==> config.mk <==
export PLATFORM = sky130hd
export DESIGN_NAME = traffic_junction_ctrl
export DESIGN_NICKNAME = d
export VERILOG_FILES = /design/src/rtl/traffic_junction_ctrl.sv
export SDC_FILE = /design/constraint.sdc
export NUM_CORES = 1
export LEC_CHECK = 0
export CELL_PAD_IN_SITES_DETAIL_PLACEMENT = 1
export CELL_PAD_IN_SITES_GLOBAL_PLACEMENT = 1
export CORE_MARGIN = 4
export CORE_UTILIZATION = 39
export CTS_CLUSTER_SIZE = 10
export DETAILED_ROUTE_END_ITERATION = 10
export HOLD_SLACK_MARGIN = 0.02
export PLACE_DENSITY = 0.78
export SLEW_MARGIN = 20
export SYNTH_ARGS = -nofsm -noshare
export SYNTH_HDL_FRONTEND = slang
export SYNTH_SLANG_ARGS = --single-unit
==> constraint.sdc <==
create_clock -name clk -period 5.6 [get_ports clk]
set_clock_uncertainty 0.2 [all_clocks]
set_input_delay 1.12 -clock clk [delete_from_list [all_inputs] [get_ports clk]]
set_output_delay 1.12 -clock clk [all_outputs]
set_load 0.02 [all_outputs]
==> src/rtl/traffic_junction_ctrl.sv <==
// Two-road junction controller with pedestrian phase.
// A dwell counter times each phase, and the lamp outputs are registered.
module traffic_junction_ctrl #(
    parameter int unsigned MIN_GREEN  = 8,
    parameter int unsigned SIDE_GREEN = 6,
    parameter int unsigned YELLOW_T   = 3,
    parameter int unsigned ALLRED_T   = 1,
    parameter int unsigned WALK_T     = 5
) (
    input  logic       clk,
    input  logic       rst_n,
    input  logic       side_req,
    input  logic       ped_req,
    output logic [2:0] main_light,
    output logic [2:0] side_light,
    output logic       walk,
    output logic [2:0] phase
);

    localparam logic [2:0] LampRed    = 3'b001;
    localparam logic [2:0] LampGreen  = 3'b010;
    localparam logic [2:0] LampYellow = 3'b100;

    localparam logic [7:0] MgLast = 8'(MIN_GREEN - 1);
    localparam logic [7:0] SgLast = 8'(SIDE_GREEN - 1);
    localparam logic [7:0] YlLast = 8'(YELLOW_T - 1);
    localparam logic [7:0] ArLast = 8'(ALLRED_T - 1);
    localparam logic [7:0] WkLast = 8'(WALK_T - 1);

    typedef enum logic [2:0] {
        StMainGreen  = 3'd0,
        StMainYellow = 3'd1,
        StAllRedA    = 3'd2,
        StSideGreen  = 3'd3,
        StSideYellow = 3'd4,
        StAllRedB    = 3'd5,
        StWalk       = 3'd6
    } state_e;

    state_e     state_q, state_d;
    logic [7:0] cnt_q, cnt_d;
    logic       side_pend, side_pend_d;
    logic       ped_pend, ped_pend_d;
    logic [2:0] main_d, side_d;
    logic       walk_d;
    logic       entry;

    always_comb begin
        state_d = state_q;
        case (state_q)
            StMainGreen: begin
                if (cnt_q == MgLast && (side_pend || ped_pend)) state_d = StMainYellow;
            end
            StMainYellow: if (cnt_q == YlLast) state_d = StAllRedA;
            StAllRedA: begin
                if (cnt_q == ArLast) begin
                    if (side_pend)     state_d = StSideGreen;
                    else if (ped_pend) state_d = StWalk;
                    else               state_d = StMainGreen;
                end
            end
            StSideGreen:  if (cnt_q == SgLast) state_d = StSideYellow;
            StSideYellow: if (cnt_q == YlLast) state_d = StAllRedB;
            StAllRedB: begin
                if (cnt_q == ArLast) state_d = ped_pend ? StWalk : StMainGreen;
            end
            StWalk:       if (cnt_q == WkLast) state_d = StMainGreen;
            default:      state_d = StMainGreen;
        endcase
    end

    always_comb begin
        entry = (state_d != state_q);
        if (entry) begin
            cnt_d = 8'd0;
        end else if (state_q == StMainGreen && cnt_q == MgLast) begin
            cnt_d = cnt_q;
        end else begin
            cnt_d = cnt_q + 8'd1;
        end
        // A request sampled on the entry edge survives the clear and is served next round.
        side_pend_d = side_req | (side_pend & ~(entry && state_d == StSideGreen));
        ped_pend_d  = ped_req  | (ped_pend  & ~(entry && state_d == StWalk));
    end

    always_comb begin
        main_d = LampRed;
        side_d = LampRed;
        walk_d = 1'b0;
        case (state_d)
            StMainGreen:  main_d = LampGreen;
            StMainYellow: main_d = LampYellow;
            StSideGreen:  side_d = LampGreen;
            StSideYellow: side_d = LampYellow;
            StWalk:       walk_d = 1'b1;
            default: ;
        endcase
    end

    always_ff @(posedge clk) begin
        if (!rst_n) begin
            state_q    <= StMainGreen;
            cnt_q      <= 8'd0;
            side_pend  <= 1'b0;
            ped_pend   <= 1'b0;
            main_light <= LampGreen;
            side_light <= LampRed;
            walk       <= 1'b0;
        end else begin
            state_q    <= state_d;
            cnt_q      <= cnt_d;
            side_pend  <= side_pend_d;
            ped_pend   <= ped_pend_d;
            main_light <= main_d;
            side_light <= side_d;
            walk       <= walk_d;
        end
    end

    assign phase = state_q;

endmodule
## Word-level counts from Yosys, hierarchy flattened

Index checks and enable logic that the tools add are counted.

- Bits of input ports: 4
- Latch bits: 0
- Output and inout port bits: 10
- Bits in writable memories: 0
- ROM bits: 0
- Memories kept: 0
- Register bits after elaboration: 20
- Word-level logic and storage cells: 52

- Magnitude comparators: 0
- Multipliers: 0
- Multiplexer cells: 13
- Divide/modulo/power cells: 0
- Equal/unequal tests: 15
- Reduce and logical (&&, ||, !) cells: 9
- Shifts and indexed selects: 0
- $add $sub $neg: 1
- Bitwise gates (word level): 7

Operators with widths:

| cell | count |
|---|---|
| 2-to-1 mux 3 bit | 9 |
| equality test 8 x 3 -> 1 bit, second input constant | 3 |
| one-hot mux 3 bit (7 select lines) | 1 |
| equality test 3 bit, second input constant | 5 |
| one-hot mux 3 bit (2 select lines) | 2 |
| equality test 3 x 2 -> 1 bit, second input constant | 3 |
| adder 8 x 1 -> 8 bit, second input constant | 1 |
| equality test 8 x 2 -> 1 bit, second input constant | 1 |
| logical NOT 8 bit | 1 |
| equality test 3 x 1 -> 1 bit, second input constant | 2 |
| logical NOT 3 bit | 2 |
| logical AND 1 bit | 4 |
| inequality test 3 bit | 1 |
| inverter 1 bit | 3 |
| AND 1 bit | 2 |
| bitwise OR 1 bit | 2 |
| OR reduction 2 bit | 1 |
| logical OR 1 bit | 1 |
| 2-to-1 mux 1 bit | 1 |

## Depth between registers and ports, before layout

- Depth in word-level cells: 9
- Mapped depth: 8
- Gate-level depth less buffers: 8

## Least setup slack after synthesis

Ideal clock, no wire load.

- Path kind: register to register
- Start: register cnt_q[0]
- End: register ped_pend
- Path buffers: 0
- Data required time: 5280 ps
- Library setup time: 120 ps
- Clock period less this slack: 2371 ps
- Data arrival time: 2051 ps
- Stages on the path, launching flop included: 9
- Setup slack: 3229 ps
- Cells stage by stage: dfxtp_1 -> inv_1 -> ha_1 -> or4b_4 -> or3_1 -> a221o_1 -> a21oi_1 -> nand4b_4 -> o21bai_2

- Cells in the longest elaborated chain, start to end: 9
- Elaborated cells on any way between the ends: 20
- Classes of those cells: eq/ne: 6; mux: 8; bitwise: 3; reduce/logical: 3

Ends and longest elaborated chain:

| what | line | RTL |
|---|---|---|
| start, declared | 41 | `logic [7:0] cnt_q, cnt_d;` |
| start signal, assigned | 111 | `cnt_q <= cnt_d;` |
| equality test 8 x 3 -> 1 bit | 52 | `if (cnt_q == MgLast && (side_pend \|\| ped_pend)) state_d = StMainYellow;` |
| logical AND 1 bit | 52 |  |
| 2-to-1 mux 3 bit | 52 |  |
| one-hot mux 3 bit (7 select lines) * | 50 | `case (state_q)` |
| inequality test 3 bit / equality test 3 bit (equally long branches) | 73, 83 |  |
| logical AND 1 bit * | 83 | `ped_pend_d = ped_req \| (ped_pend & ~(entry && state_d == StWalk));` |
| inverter 1 bit * | 83 |  |
| AND 1 bit * | 83 |  |
| bitwise OR 1 bit * | 83 |  |
| end signal, assigned | 113 | `ped_pend <= ped_pend_d;` |
| end, declared | 43 | `logic ped_pend, ped_pend_d;` |

Every way passes the cells marked *; elsewhere a longest branch is shown, timed or not.
A chain may end at the register's enable or synchronous reset.

## Worst setup path in the final report

- Start: register state_q[0], in the netlist phase[0]
- End: output phase[0]

RTL lines:

| what | line | RTL |
|---|---|---|
| start, declared | 40 | `state_e state_q, state_d;` |
| start signal, assigned | 102 | `state_q <= StMainGreen;` |
| start signal, assigned | 110 | `state_q <= state_d;` |
| end, declared | 17 | `output logic [2:0] phase` |

No word-level cell between the ends.

==> flow_metrics.env <==
export IMPL_die_w_um=62.3
export IMPL_ys_top_cells_by_count="20 x dfxtp_1, 17 x nor2_1, 10 x nand2_1, 7 x clkbuf_1, 7 x inv_1"
export IMPL_cts_sinks=20
export IMPL_fmax_ghz=0.338
export IMPL_overflow=0
export IMPL_cts_tree="built"
export IMPL_wl_um=2970
export IMPL_start_kind="register"
export IMPL_cts_resized=0
export IMPL_worst_slew_pin_slew_ns=0.763
export IMPL_vias_per_cell=5.69
export IMPL_r2r_start="cnt_q[0]$_SDFFE_PP0N_"
export IMPL_drv_cap=0
export IMPL_grt_pass1_wl_um=5160
export IMPL_ys_async_sr_fraction_pct=0
export IMPL_cp_slowest_stage_delay_ns=0.71
export IMPL_p_seq_share_pct=51.4
export IMPL_wl_per_cell_um=16.6
export IMPL_h_tree_depth=1
export IMPL_grt_max_degree=16
export IMPL_syn_area_per_cell_um2=8.28
export IMPL_fin_crit_ns=2.96
export IMPL_whs_ns=0.390
export IMPL_ys_flop_type="dfxtp_1"
export IMPL_pwr_share_clk_pct=38.7
export IMPL_row_count=19
export IMPL_p_int_mw=0.232
export IMPL_insertion_delay_ns=0.29
export IMPL_synth_cell_types=43
export IMPL_synth_area_leaders="dfxtp_1 35%, nor2_1 5.5%, ha_1 4.3%"
export IMPL_fin_setup_tns_ns=0
export IMPL_crit_buf_inv=1
export IMPL_path_clk_slew_ns=0.11
export IMPL_post_cts_buffers=0
export IMPL_post_route_drc_count=0
export IMPL_cts_hold_buffers=0
export IMPL_final_period_utilization_pct=52.9
export IMPL_finalHoldViolations=0
export IMPL_first_pass_iters=4
export IMPL_io_pins=14
export IMPL_clk_path_buf_depth=2
export IMPL_ys_seq_area_share_pct=34.8
export IMPL_drv_slew=0
export IMPL_grt_usage_pct=15.9
export IMPL_numCtsBuffers=3
export IMPL_grt_pass1_vias=1082
export IMPL_syn_to_final_growth_pct=16.0
export IMPL_cp_max_fo=15
export IMPL_hold_depth=2
export IMPL_post_dp_hpwl_um=2250
export IMPL_cellLeakagePower_nw=0.512
export IMPL_start_util_pct=41.4
export IMPL_antenna_found_initial=0
export IMPL_critical_path_class="reg -> out"
export IMPL_vdd_drop_max_uv=204
export IMPL_switching_share_pct=22.2
export IMPL_synth_cells=139
export IMPL_routabilityCongestion=0.859
export IMPL_synth_edf_count=0
export IMPL_cp_top_family="buffers and inverters"
export IMPL_die_area_um2=3890
export IMPL_r2r_setup_slack_ns=3.00
export IMPL_core_um2=2780
export IMPL_yosysMostFrequentCell="dfxtp_1"
export IMPL_yosysWarnings=0
export IMPL_path_cells="clkdlybuf4s50_1"
export IMPL_crit_path_top_delay_cell="clkdlybuf4s50_1"
export IMPL_yosysTopAreaCell="dfxtp_1"
export IMPL_root_buffer="clkbuf_4"
export IMPL_ant_nets=0
export IMPL_drt_initial_drc_count=26
export IMPL_n_antenna_cell=0
export IMPL_ys_ff_latch=20
export IMPL_status="complete, no violations"
export IMPL_rr_endpoint="cnt_q[2]$_SDFFE_PP0N_"
export IMPL_finalNetCount=157
export IMPL_worst_ep_required_time_ns=4.28
export IMPL_final_layout_size_suffix_gt1_share_pct=8.11
export IMPL_vias=1018
export IMPL_synth_nets=147
export IMPL_synth_top_area_share_pct=34.8
export IMPL_critPathCaptureType="primary output"
export IMPL_holdCritStartpoint="cnt_q[6]$_SDFFE_PP0N_"
export IMPL_r2r_cells=8
export IMPL_critPathArrivalTime_ns=1.64
export IMPL_setup_viol=0
export IMPL_synthesis_area_um2=1150
export IMPL_io_buffers=13
export IMPL_min_to="cnt_q[6]$_SDFFE_PP0N_"
export IMPL_pwr_share_comb_pct=10.0
export IMPL_relSlewSlack_pct=48.7
export IMPL_power_density_nw_per_um2=224
export IMPL_hold_class="reg -> reg"
export IMPL_rsz0062_at_grt="no"
export IMPL_dieHeight_um=62.3
export IMPL_power_switching_mw=0.0664
cell usage in the layout, fill, tap and decap left out, types with 3 or more instances in the layout:
| cell type | instances |
|---|---|
| nand4_1 | 4 |
| clkdlybuf4s50_1 | 13 |
| nor2_1 | 17 |
| a21oi_1 | 5 |
| ha_1 | 4 |
| inv_1 | 7 |
| nand2b_1 | 3 |
| o21ai_0 | 6 |
| nand2_1 | 10 |
| nor3_1 | 6 |
| and2_1 | 4 |
| xor2_1 | 3 |
| xnor2_1 | 3 |
| dfxtp_1 | 20 |
| nand3_1 | 4 |
| clkbuf_4 | 3 |
cell type report:
class	count	area, um^2
clock buffer	3	22.5
inverter	7	26.3
fill	326	1450
clock inverter	1	30.0
tap	31	38.8
multi-input combinational	104	687
sequential	20	400
timing repair buffer	13	130
power groups by stage:
stage	Sequential, mW	Clock, mW	Combinational, mW
CTS	0.153	0.119	0.0302
global route	0.155	0.127	0.0336
floorplan	0.152	0	0.0234
detailed placement	0.157	0	0.0297
finish	0.153	0.115	0.0298
global placement	0.156	0	0.0282
flip-flops by register name, summed over array words and instances, names as in the netlist:
name / flops
main_light: 3
phase: 3
side_light: 3
walk: 1
side_pend: 1
ped_pend: 1
cnt_q: 8
metrics by stage:
stage / total power [mW] / utilization (%) / setup slack, ns / std cells / instance area [um^2]
detailed placement: 0.187 / 46.1 / 2.76 / 175 / 1280
finish: 0.299 / 48.0 / 2.64 / 179 / 1340
floorplan: 0.176 / - / 3.23 / 139 / 1150
CTS: 0.303 / 48.0 / 2.61 / 179 / 1340
global route: 0.315 / 48.0 / 2.52 / 179 / 1340
global placement: 0.184 / 46.1 / 2.81 / 175 / 1280
cells by family (layout without fill, tap and decap cells):
| kind of cell | Yosys count | in the layout | synth area share, % |
|---|---|---|---|
| fa+ha+maj | 4 | 4 | 4.35 |
| flops | 20 | 20 | 34.8 |
| compound gates | 28 | 28 | 17.9 |
| buf+inv | 15 | 24 | 5.54 |
| xor+xnor | 6 | 6 | 4.57 |
| simple gates | 66 | 66 | 32.8 |
worst max-delay path by stage:
stage / start / endpoint / slack (ns) / depth (start not counted)
floorplan: cnt_q[0]$_SDFFE_PP0N_ / ped_pend$_SDFF_PN0_ / 3.23 / 8
global placement: rst_n / cnt_q[2]$_SDFFE_PP0N_ / 2.81 / 5
detailed placement: rst_n / cnt_q[2]$_SDFFE_PP0N_ / 2.76 / 5
CTS: phase[0]$_SDFF_PN0_ / phase[0] / 2.61 / 1
global route: phase[0]$_SDFF_PN0_ / phase[0] / 2.52 / 1
finish: phase[0]$_SDFF_PN0_ / phase[0] / 2.64 / 1
layer usage:
layer  up-vias  wire length, um  global-route usage (%)
met5         -                0                       0
met4         0               16                    4.77
met3         2               37                    2.34
met2         7             1460                    26.8
met1       499             1460                    20.8
li1        510                -                       -
Note: power is estimated with default switching activity, not from simulation.
